`config.mk`:
```
export PLATFORM = sky130hd
export DESIGN_NAME = uart_byte_receiver
export DESIGN_NICKNAME = d
export VERILOG_FILES = /design/src/rtl/uart_pkg.sv /design/src/rtl/uart_baud_tick.sv /design/src/rtl/uart_byte_receiver.sv
export SDC_FILE = /design/constraint.sdc
export NUM_CORES = 1
export LEC_CHECK = 0
export CORE_ASPECT_RATIO = 1.75
export CORE_MARGIN = 8
export CORE_UTILIZATION = 41
export CTS_BUF_LIST = sky130_fd_sc_hd__clkbuf_4
export CTS_CLUSTER_SIZE = 24
export DETAILED_ROUTE_END_ITERATION = 8
export MAX_ROUTING_LAYER = met4
export PLACE_DENSITY = 0.59
export SETUP_SLACK_MARGIN = 0.2
export SLEW_MARGIN = 40
export SYNTH_ARGS = -nofsm -noshare
export SYNTH_HDL_FRONTEND = slang
export SYNTH_HIERARCHICAL = 1
export SYNTH_SLANG_ARGS = --single-unit
```
`constraint.sdc`:
```
create_clock -name clk -period 2.7 [get_ports clk]
set_input_delay 0.27 -clock clk [delete_from_list [all_inputs] [get_ports clk]]
set_output_delay 0.27 -clock clk [all_outputs]
set_load 0.02 [all_outputs]
```
`src/rtl/uart_pkg.sv`:
```
// Shared types and constants for the UART receive path and its baud divider.
// Compile with UART_RX_PARITY_EN defined to enable the parity stage in uart_byte_receiver.
package uart_pkg;

    typedef enum logic [2:0] {
        IDLE,
        START,
        DATA,
        PARITY,
        STOP,
        BREAK
    } uart_rx_state_t;

    localparam int OVERSAMPLE_DEFAULT = 16;
    localparam int SAMPLE_LO  = 7;
    localparam int SAMPLE_MID = 8;
    localparam int SAMPLE_HI  = 9;

    // Clocks per oversample tick, truncated, never below 1.
    function automatic int uart_div(input int clk_freq, input int baud, input int os);
        int d;
        d = clk_freq / (baud * os);
        if (d < 1) d = 1;
        return d;
    endfunction

endpackage

```
`src/rtl/uart_baud_tick.sv`:
```
// Oversample tick divider: counts 0..DIV-1, tick is high while the count sits at DIV-1.
// A synchronous clear realigns the phase to an external event (e.g. a start edge).
module uart_baud_tick #(
    parameter int DIV = 27
) (
    input  logic clk,
    input  logic rst_n,
    input  logic clear,
    output logic tick
);

    localparam int CNT_W = (DIV > 1) ? $clog2(DIV) : 1;
    localparam logic [CNT_W-1:0] CNT_LAST = CNT_W'(DIV - 1);

    logic [CNT_W-1:0] cnt;

    always_ff @(posedge clk or negedge rst_n) begin
        if (!rst_n) begin
            cnt <= '0;
        end else if (clear || cnt == CNT_LAST) begin
            cnt <= '0;
        end else begin
            cnt <= cnt + 1'b1;
        end
    end

    assign tick = (cnt == CNT_LAST) && !clear;

endmodule

```
`src/rtl/uart_byte_receiver.sv`:
```
// Oversampling 8N1 UART receiver producing one-cycle byte / error strobes.
// Define UART_RX_PARITY_EN for 8E1/8O1 frames (PARITY_ODD selects odd).
module uart_byte_receiver
    import uart_pkg::*;
#(
    parameter int CLK_FREQ   = 50000000,
    parameter int BAUD_RATE  = 115200,
    parameter int OVERSAMPLE = OVERSAMPLE_DEFAULT,
    parameter int PARITY_ODD = 0
) (
    input  logic       clk,
    input  logic       rst_n,
    input  logic       rx,
    output logic [7:0] rx_data,
    output logic       rx_valid,
    output logic       frame_err,
    output logic       parity_err,
    output logic       busy
);

    localparam int DIV = uart_div(CLK_FREQ, BAUD_RATE, OVERSAMPLE);
    localparam logic [3:0] TICK_LAST = 4'(OVERSAMPLE - 1);

    logic           rx_meta;
    logic           rx_s;
    uart_rx_state_t state;
    logic [3:0]     tick_cnt;
    logic [2:0]     bit_idx;
    logic [7:0]     shift_reg;
    logic           sample_lo;
    logic           sample_mid;
    logic           tick;
    logic           start_edge;
    logic           decide;
    logic           bit_val;

    always_ff @(posedge clk or negedge rst_n) begin
        if (!rst_n) begin
            rx_meta <= 1'b1;
            rx_s    <= 1'b1;
        end else begin
            rx_meta <= rx;
            rx_s    <= rx_meta;
        end
    end

    assign start_edge = (state == IDLE) && !rx_s;

    uart_baud_tick #(.DIV(DIV)) u_baud_tick (
        .clk   (clk),
        .rst_n (rst_n),
        .clear (start_edge),
        .tick  (tick)
    );

    // Samples at ticks 7 and 8 are held; tick 9 uses the live rx_s.
    assign decide  = tick && (tick_cnt == 4'(SAMPLE_HI));
    assign bit_val = (sample_lo & sample_mid) | (sample_lo & rx_s) | (sample_mid & rx_s);

`ifdef UART_RX_PARITY_EN
    logic par_flag;
    logic par_expect;
    assign par_expect = (^shift_reg) ^ (PARITY_ODD != 0);
`else
    assign parity_err = 1'b0;
`endif

    // rx_valid has no backpressure: the consumer must capture rx_data in the strobe cycle.
    always_ff @(posedge clk or negedge rst_n) begin
        if (!rst_n) begin
            state      <= IDLE;
            tick_cnt   <= '0;
            bit_idx    <= '0;
            shift_reg  <= '0;
            sample_lo  <= 1'b1;
            sample_mid <= 1'b1;
            rx_data    <= '0;
            rx_valid   <= 1'b0;
            frame_err  <= 1'b0;
            busy       <= 1'b0;
`ifdef UART_RX_PARITY_EN
            par_flag   <= 1'b0;
            parity_err <= 1'b0;
`endif
        end else begin
            rx_valid  <= 1'b0;
            frame_err <= 1'b0;
`ifdef UART_RX_PARITY_EN
            parity_err <= 1'b0;
`endif
            if (start_edge) begin
                tick_cnt <= '0;
            end else if (tick) begin
                tick_cnt <= (tick_cnt == TICK_LAST) ? 4'd0 : tick_cnt + 4'd1;
                if (tick_cnt == 4'(SAMPLE_LO))  sample_lo  <= rx_s;
                if (tick_cnt == 4'(SAMPLE_MID)) sample_mid <= rx_s;
            end

            case (state)
                IDLE: begin
                    if (!rx_s) begin
                        state <= START;
                        busy  <= 1'b1;
                    end
                end
                START: begin
                    if (decide) begin
                        if (bit_val) begin
                            state <= IDLE;
                            busy  <= 1'b0;
                        end else begin
                            state   <= DATA;
                            bit_idx <= '0;
                        end
                    end
                end
                DATA: begin
                    if (decide) begin
                        shift_reg[bit_idx] <= bit_val;
                        if (bit_idx == 3'd7) begin
`ifdef UART_RX_PARITY_EN
                            state <= PARITY;
`else
                            state <= STOP;
`endif
                        end else begin
                            bit_idx <= bit_idx + 3'd1;
                        end
                    end
                end
`ifdef UART_RX_PARITY_EN
                PARITY: begin
                    if (decide) begin
                        par_flag <= (bit_val != par_expect);
                        state    <= STOP;
                    end
                end
`endif
                STOP: begin
                    if (decide) begin
                        if (bit_val) begin
                            rx_data  <= shift_reg;
                            rx_valid <= 1'b1;
`ifdef UART_RX_PARITY_EN
                            parity_err <= par_flag;
`endif
                            state    <= IDLE;
                            busy     <= 1'b0;
                        end else begin
                            frame_err <= 1'b1;
                            state     <= BREAK;
                        end
                    end
                end
                BREAK: begin
                    if (rx_s) begin
                        state <= IDLE;
                        busy  <= 1'b0;
                    end
                end
                default: begin
                    state <= IDLE;
                    busy  <= 1'b0;
                end
            endcase
        end
    end

endmodule

```
# --- Word level (Yosys, flattened, before mapping) ---
# Index checks and enable logic that the tools add are counted.
totals:
  ram_bits: 0
  out_inout_bits: 12
  memories: 0
  in_bits: 3
  rom_bits: 0
  ff_bits: 38
  latchBits: 0
  wordCells: 95
op_classes:
  n_reduce_logical: 18
  addsub: 3
  eq_ne: 20
  multipliers: 0
  magnitude_cmp: 2
  n_mux: 32
  n_div: 0
  shifts: 0
  bitwise: 7
op_table:
  columns: ["op", "n"]
  rows:
  - ["$mux W3", 11]
  - ["$ne A2 B2 Y1 const B", 8]
  - ["$pmux W3 S5", 1]
  - ["$eq A4 B4 Y1 const B", 3]
  - ["$mux W4", 3]
  - ["$mux W1", 11]
  - ["$reduce_and A5 Y1", 2]
  - ["$eq A3 B3 Y1 const B", 3]
  - ["$reduce_and A3 Y1", 3]
  - ["$bwmux W8", 1]
  - ["$pmux W3 S2", 1]
  - ["$reduce_and A6 Y1", 1]
  - ["$add A5 B1 Y5 const B", 1]
  - ["$eq A5 B5 Y1 const B", 1]
  - ["$mux W5", 1]
  - ["$add A4 B1 Y4 const B", 1]
  - ["$eq A4 B3 Y1 const B", 1]
  - ["$logic_and A1 B1 Y1", 4]
  - ["$lt A3 B4 Y1 const B", 1]
  - ["$ne A2 B1 Y1 const B", 2]
  - ["$pmux W1 S4", 1]
  - ["$reduce_bool A2 Y1", 2]
  - ["$add A3 B1 Y3 const B", 1]
  - ["$and A1 B1 Y1", 3]
  - ["12 further kinds", 15]

# --- Depth between registers and ports, before layout ---
logic_depth:
  word_depth: 7
  mapped_depth: 11

# --- By module ---
# Netlist, hierarchy kept.
modules_own_cells:
  columns: ["mod", "cells_per_inst", "n_inst", "area_per_inst_um2", "seq_area_each_um2"]
  rows:
  - ["uart_byte_receiver", 148, 1, 1681.6, 830.8]
  - ["uart_baud_tick", 23, 1, 275.3, 125.1]

# --- Least setup slack after synthesis ---
# Ideal clock, no wire load.
synth_path:
  path_kind: "flip-flop to flip-flop"
  from: "register state[1]"
  to: "register shift_reg[6]"
  stages_incl_launch_ff: 8
  t_required_ps: 2573
  t_arrival_ps: 2143
  n_path_buf: 2
  slack_ps: 429
  path_cell_list: "dfrtp_1 > nor4_2 > nor2b_1 > buf_4 > and4b_1 > buf_4 > nand4_1 > mux2_1"
synth_via:
  elab_chain_cells: 6
  elab_cells_between_ends: 7
synth_lines:
  columns: ["item", "line_no", "rtl"]
  rows:
  - ["from (decl)", "uart_byte_receiver.sv:26", "uart_rx_state_t state;"]
  - ["from (signal assigned)", "uart_byte_receiver.sv:71", "state <= IDLE;"]
  - ["from (signal assigned)", "uart_byte_receiver.sv:102", "state <= START;"]
  - ["from (signal assigned)", "uart_byte_receiver.sv:109", "state <= IDLE;"]
  - ["$logic_not A3 Y1", "uart_byte_receiver.sv:47", "assign start_edge = (state == IDLE) && !rx_s;"]
  - ["$logic_and A1 B1 Y1", "uart_byte_receiver.sv:47", null]
  - ["named net start_edge", "uart_byte_receiver.sv:33", "logic start_edge;"]
  - ["$logic_not A1 Y1", "uart_baud_tick.sv:27", "assign tick = (cnt == CNT_LAST) && !clear;"]
  - ["$logic_and A1 B1 Y1", "uart_baud_tick.sv:27", null]
  - ["named net tick", "uart_byte_receiver.sv:32", "logic tick;"]
  - ["$logic_and A1 B1 Y1", "uart_byte_receiver.sv:57", "assign decide = tick && (tick_cnt == 4'(SAMPLE_HI));"]
  - ["$reduce_and A2 Y1 (no source line)", null, null]
  - ["to (signal, indexed assignment)", "uart_byte_receiver.sv:119", "shift_reg[bit_idx] <= bit_val;"]
  - ["to (decl)", "uart_byte_receiver.sv:29", "logic [7:0] shift_reg;"]
# The timed path passes the listed nets, and every way through them passes these cells.
# A chain may end at the register's enable or synchronous reset.

# --- Worst setup path after layout ---
layout_path:
  from: "register u_baud_tick.cnt[0]"
  to: "register shift_reg[2]"
layout_via:
  elab_chain_cells: 4
layout_lines:
  columns: ["item", "line_no", "rtl"]
  rows:
  - ["from (decl)", "uart_baud_tick.sv:15", "logic [CNT_W-1:0] cnt;"]
  - ["from (signal assigned)", "uart_baud_tick.sv:23", "cnt <= cnt + 1'b1;"]
  - ["$eq A5 B5 Y1", "uart_baud_tick.sv:27", null]
  - ["$logic_and A1 B1 Y1", "uart_baud_tick.sv:27", null]
  - ["named net tick", "uart_byte_receiver.sv:32", null]
  - ["$logic_and A1 B1 Y1", "uart_byte_receiver.sv:57", null]
  - ["$reduce_and A2 Y1 (no source line)", null, null]
# The timed path passes the listed nets, and every way through them passes these cells.

==> run_results.csv <==
group,metric,value,unit
floorplan,ios,15,
clocking,clock_latency,330,ps
worst_hold_path,holdCritPathClass,"in -> reg",
floorplan,rows,33,
grt,grt_pass1_wl,6620,um
clocking,clock_sinks,38,
worst_hold_path,holdPathEnd,"rx_meta",
drt,drt_iter0_markers,51,
run_status,outcome,"finished clean",
clocking,cts_inserted_buffers,5,
timing,final.min_clock_period,2320,ps
drt,detail_route.vias_per_cell,5.67,
finish,drive_above_1_share,21.1,%
worst_hold_path,whs_path_depth,1,
grt,grt_pass1_vias,1422,
drt,routed_wl,3860,um
timing,fin_crit_sh,86.0,%
finish,fin_nets,199,
grt,overflow,0,
drt,wl_per_cell,16.0,um
grt,grt_use_total,11.9,%
yosys,synthTopCellsByArea,"dfrtp_1, mux2_1, dfstp_2",
job,cap_viol_max_count,0,
floorplan,die_width,68.2,um
yosys,seq_area_frac_synth,48.8,%
place,portBuffers,13,
yosys,synth-seq-cells,38,
pwr,p_seq_share,59.1,%
drt,dr_total_vias,1373,
grt,antenna_found_initial,0,
pwr,combPwrFrac,1.7,%
pwr,peakVddDrop,386,uV
drt,drc_errors,0,
yosys,synth_top_area_share,43.5,%
critical_path,cp.required,2930,ps
timing,rsz0062_at_grt,"no",
finish,syn_to_final_growth,13.7,%
clocking,cts_setup_buffers,0,
timing,final.setup.tns,0,ps
critical_path,r2r-start,"u_baud_tick/cnt[0]",
grt,grt_start_max_net_pins,39,
finish,fin_util,48.1,%
drt,drtPass1Iterations,5,
clocking,path_clk_slew,110,ps
yosys,synthArstFlopShare,100,%
timing,hold_violations,0,
clocking,cts_root_buf,"clkbuf_4",
place,dpl_worst_slack,272,ps
place,postPlaceCellArea,2130,um2
timing,fmax,431,MHz
yosys,syn_inst,171,
critical_path,crit_path_start_kind,"register",
pwr,p_int,778,uW
clocking,clock_path_buffers,2,
finish,n_fill_cell,450,
clocking,cts_tree,"yes",
yosys,netlist_area,1960,um2
critical_path,r2r_slack,380,ps
finish,antenna_cells,0,
pwr,power,973,uW
floorplan,dieArea,7330,um2
critical_path,ff2ff_path_depth,8,
timing,finalSetupViolCount,0,
finish,fin_area,2230,um2
critical_path,worstReg2RegEnd,"shift_reg[2]",
yosys,synth_area_per_cell,11.4,um2
floorplan,core-area,4620,um2
critical_path,worst_ep_arrival_time,2550,ps
floorplan,initial_core_util,42.3,%
clocking,cts-htree-levels,2,
place,gp_congestion,0.792,
critical_path,endpoint_kind,"register",
critical_path,path_class,"reg -> reg",
floorplan,fp.dieH,107,um
place,hpwl,2990,um
timing,skew,9.33,ps
yosys,synth_top_flop_cell,"dfrtp_1",
finish,final_cell_mix,"dfrtp_1, mux2_1, nor2_1, clkdlybuf4s50_1",
pwr,p_switching,194,uW
yosys,synth_fp_nets,181,
yosys,synth-edff-count,0,
timing,setup_slack,379,ps
yosys,synth_top_cell_by_area,"dfrtp_1",
yosys,yosys_warnings,6,
finish,layout_commonest_cell,"dfrtp_1",
timing,maxSlewViolCount,0,
pwr,leakage,1.02,nW
critical_path,cp_max_fo,6,
drt,ant_nets,0,
pwr,swShare,20.0,%
pwr,powerDensity,437,nW/um2
yosys,yosys.cell_types.count,49,
pwr,clkPwrFrac,39.2,%
worst_hold_path,worstHoldStart,"rx",
logic make-up (layout without fill, tap and decap cells):
kind of cell / after synthesis / in the layout / share of synthesized area, %
XOR/XNOR: 2 / 2 / 0.895
flip-flops: 38 / 38 / 48.8
AND/OR/NAND/NOR: 58 / 58 / 19.0
AO/OA/AOI/OAI: 25 / 25 / 8.44
adder cells (fa/ha/maj): 8 / 8 / 5.05
other: 1 / 1 / 0.192
buffers and inverters: 17 / 36 / 4.80
multiplexers: 22 / 22 / 12.8
power groups by stage:
stage / Combinational [mW] / Clock (mW) / Sequential (mW)
2_1_floorplan: 0.00658 / 0 / 0.583
4_1_cts: 0.0162 / 0.398 / 0.575
3_5_place_dp: 0.0161 / 0 / 0.586
6_report: 0.0170 / 0.381 / 0.575
3_3_place_gp: 0.0160 / 0 / 0.585
5_1_grt: 0.0195 / 0.422 / 0.575
Yosys cell counts (3+ instances only):
cell type and count:
dfrtp_1 34, mux2_1 15, nor2_1 12, nand2_1 8
ha_1 7, nand3_1 7, nor3_1 7, a21oi_1 5
inv_1 5, mux2_2 5, dfstp_2 4, and3_1 3
buf_2 3, buf_4 3, nand3b_1 3, nor4_2 3
o21ai_0 3, o21ai_1 3
metal layers:
metal  part of all wire (%)  track usage, %  vias up
met2                     58            21.9       29
met4                    1.5            3.53        0
li1                       -               -      657
met3                    4.3            2.82        5
met5                      0               -        -
met1                     36            11.5      682
stage by stage:
step,hold slack (ps),cells
finish,336,242
global route,305,242
CTS,37.0,241
detailed placement,356,233
global placement,347,233
floorplan,-25.6,171
worst max-delay path: stages, from the launching register on:
cell,delay [ps]
dfrtp_1,430
inv_1,70
ha_1,140
and4b_2,320
nor2b_1,230
and4b_2,340
nand2_1,100
nor3_1,250
mux2_2,360
layout make-up:
cell class / count / area (um2) / area share (%)
repair buffers: 21 / 190 / 8.54
flip-flops and latches: 38 / 956 / 42.9
well taps: 52 / 65.1 / 2.92
multi-input cells: 116 / 910 / 40.9
clock buffers: 6 / 45.0 / 2.02
clock inverters: 2 / 33.8 / 1.52
inverters: 7 / 26.3 / 1.18
worst max-delay path by stage:
| stage | start | endpoint | slack (ps) | cells past startpoint |
|---|---|---|---|---|
| after detailed placement | u_baud_tick/cnt[0] | shift_reg[2] | 270 | 8 |
| after CTS | u_baud_tick/cnt[0] | shift_reg[2] | 270 | 8 |
| after floorplan | state[1] | shift_reg[6] | 430 | 7 |
| after global placement | u_baud_tick/cnt[0] | shift_reg[2] | 460 | 8 |
| final | u_baud_tick/cnt[0] | shift_reg[2] | 380 | 8 |
| after global routing | u_baud_tick/cnt[0] | shift_reg[2] | 250 | 8 |
what timing repair did:
action                                  CTS  global route
endpoints found under the setup margin    0             3
hold buffers                              0             1
resized for setup                         0             2
endpoints found under the hold margin     0            34
Power figures use the tool's default switching activity.
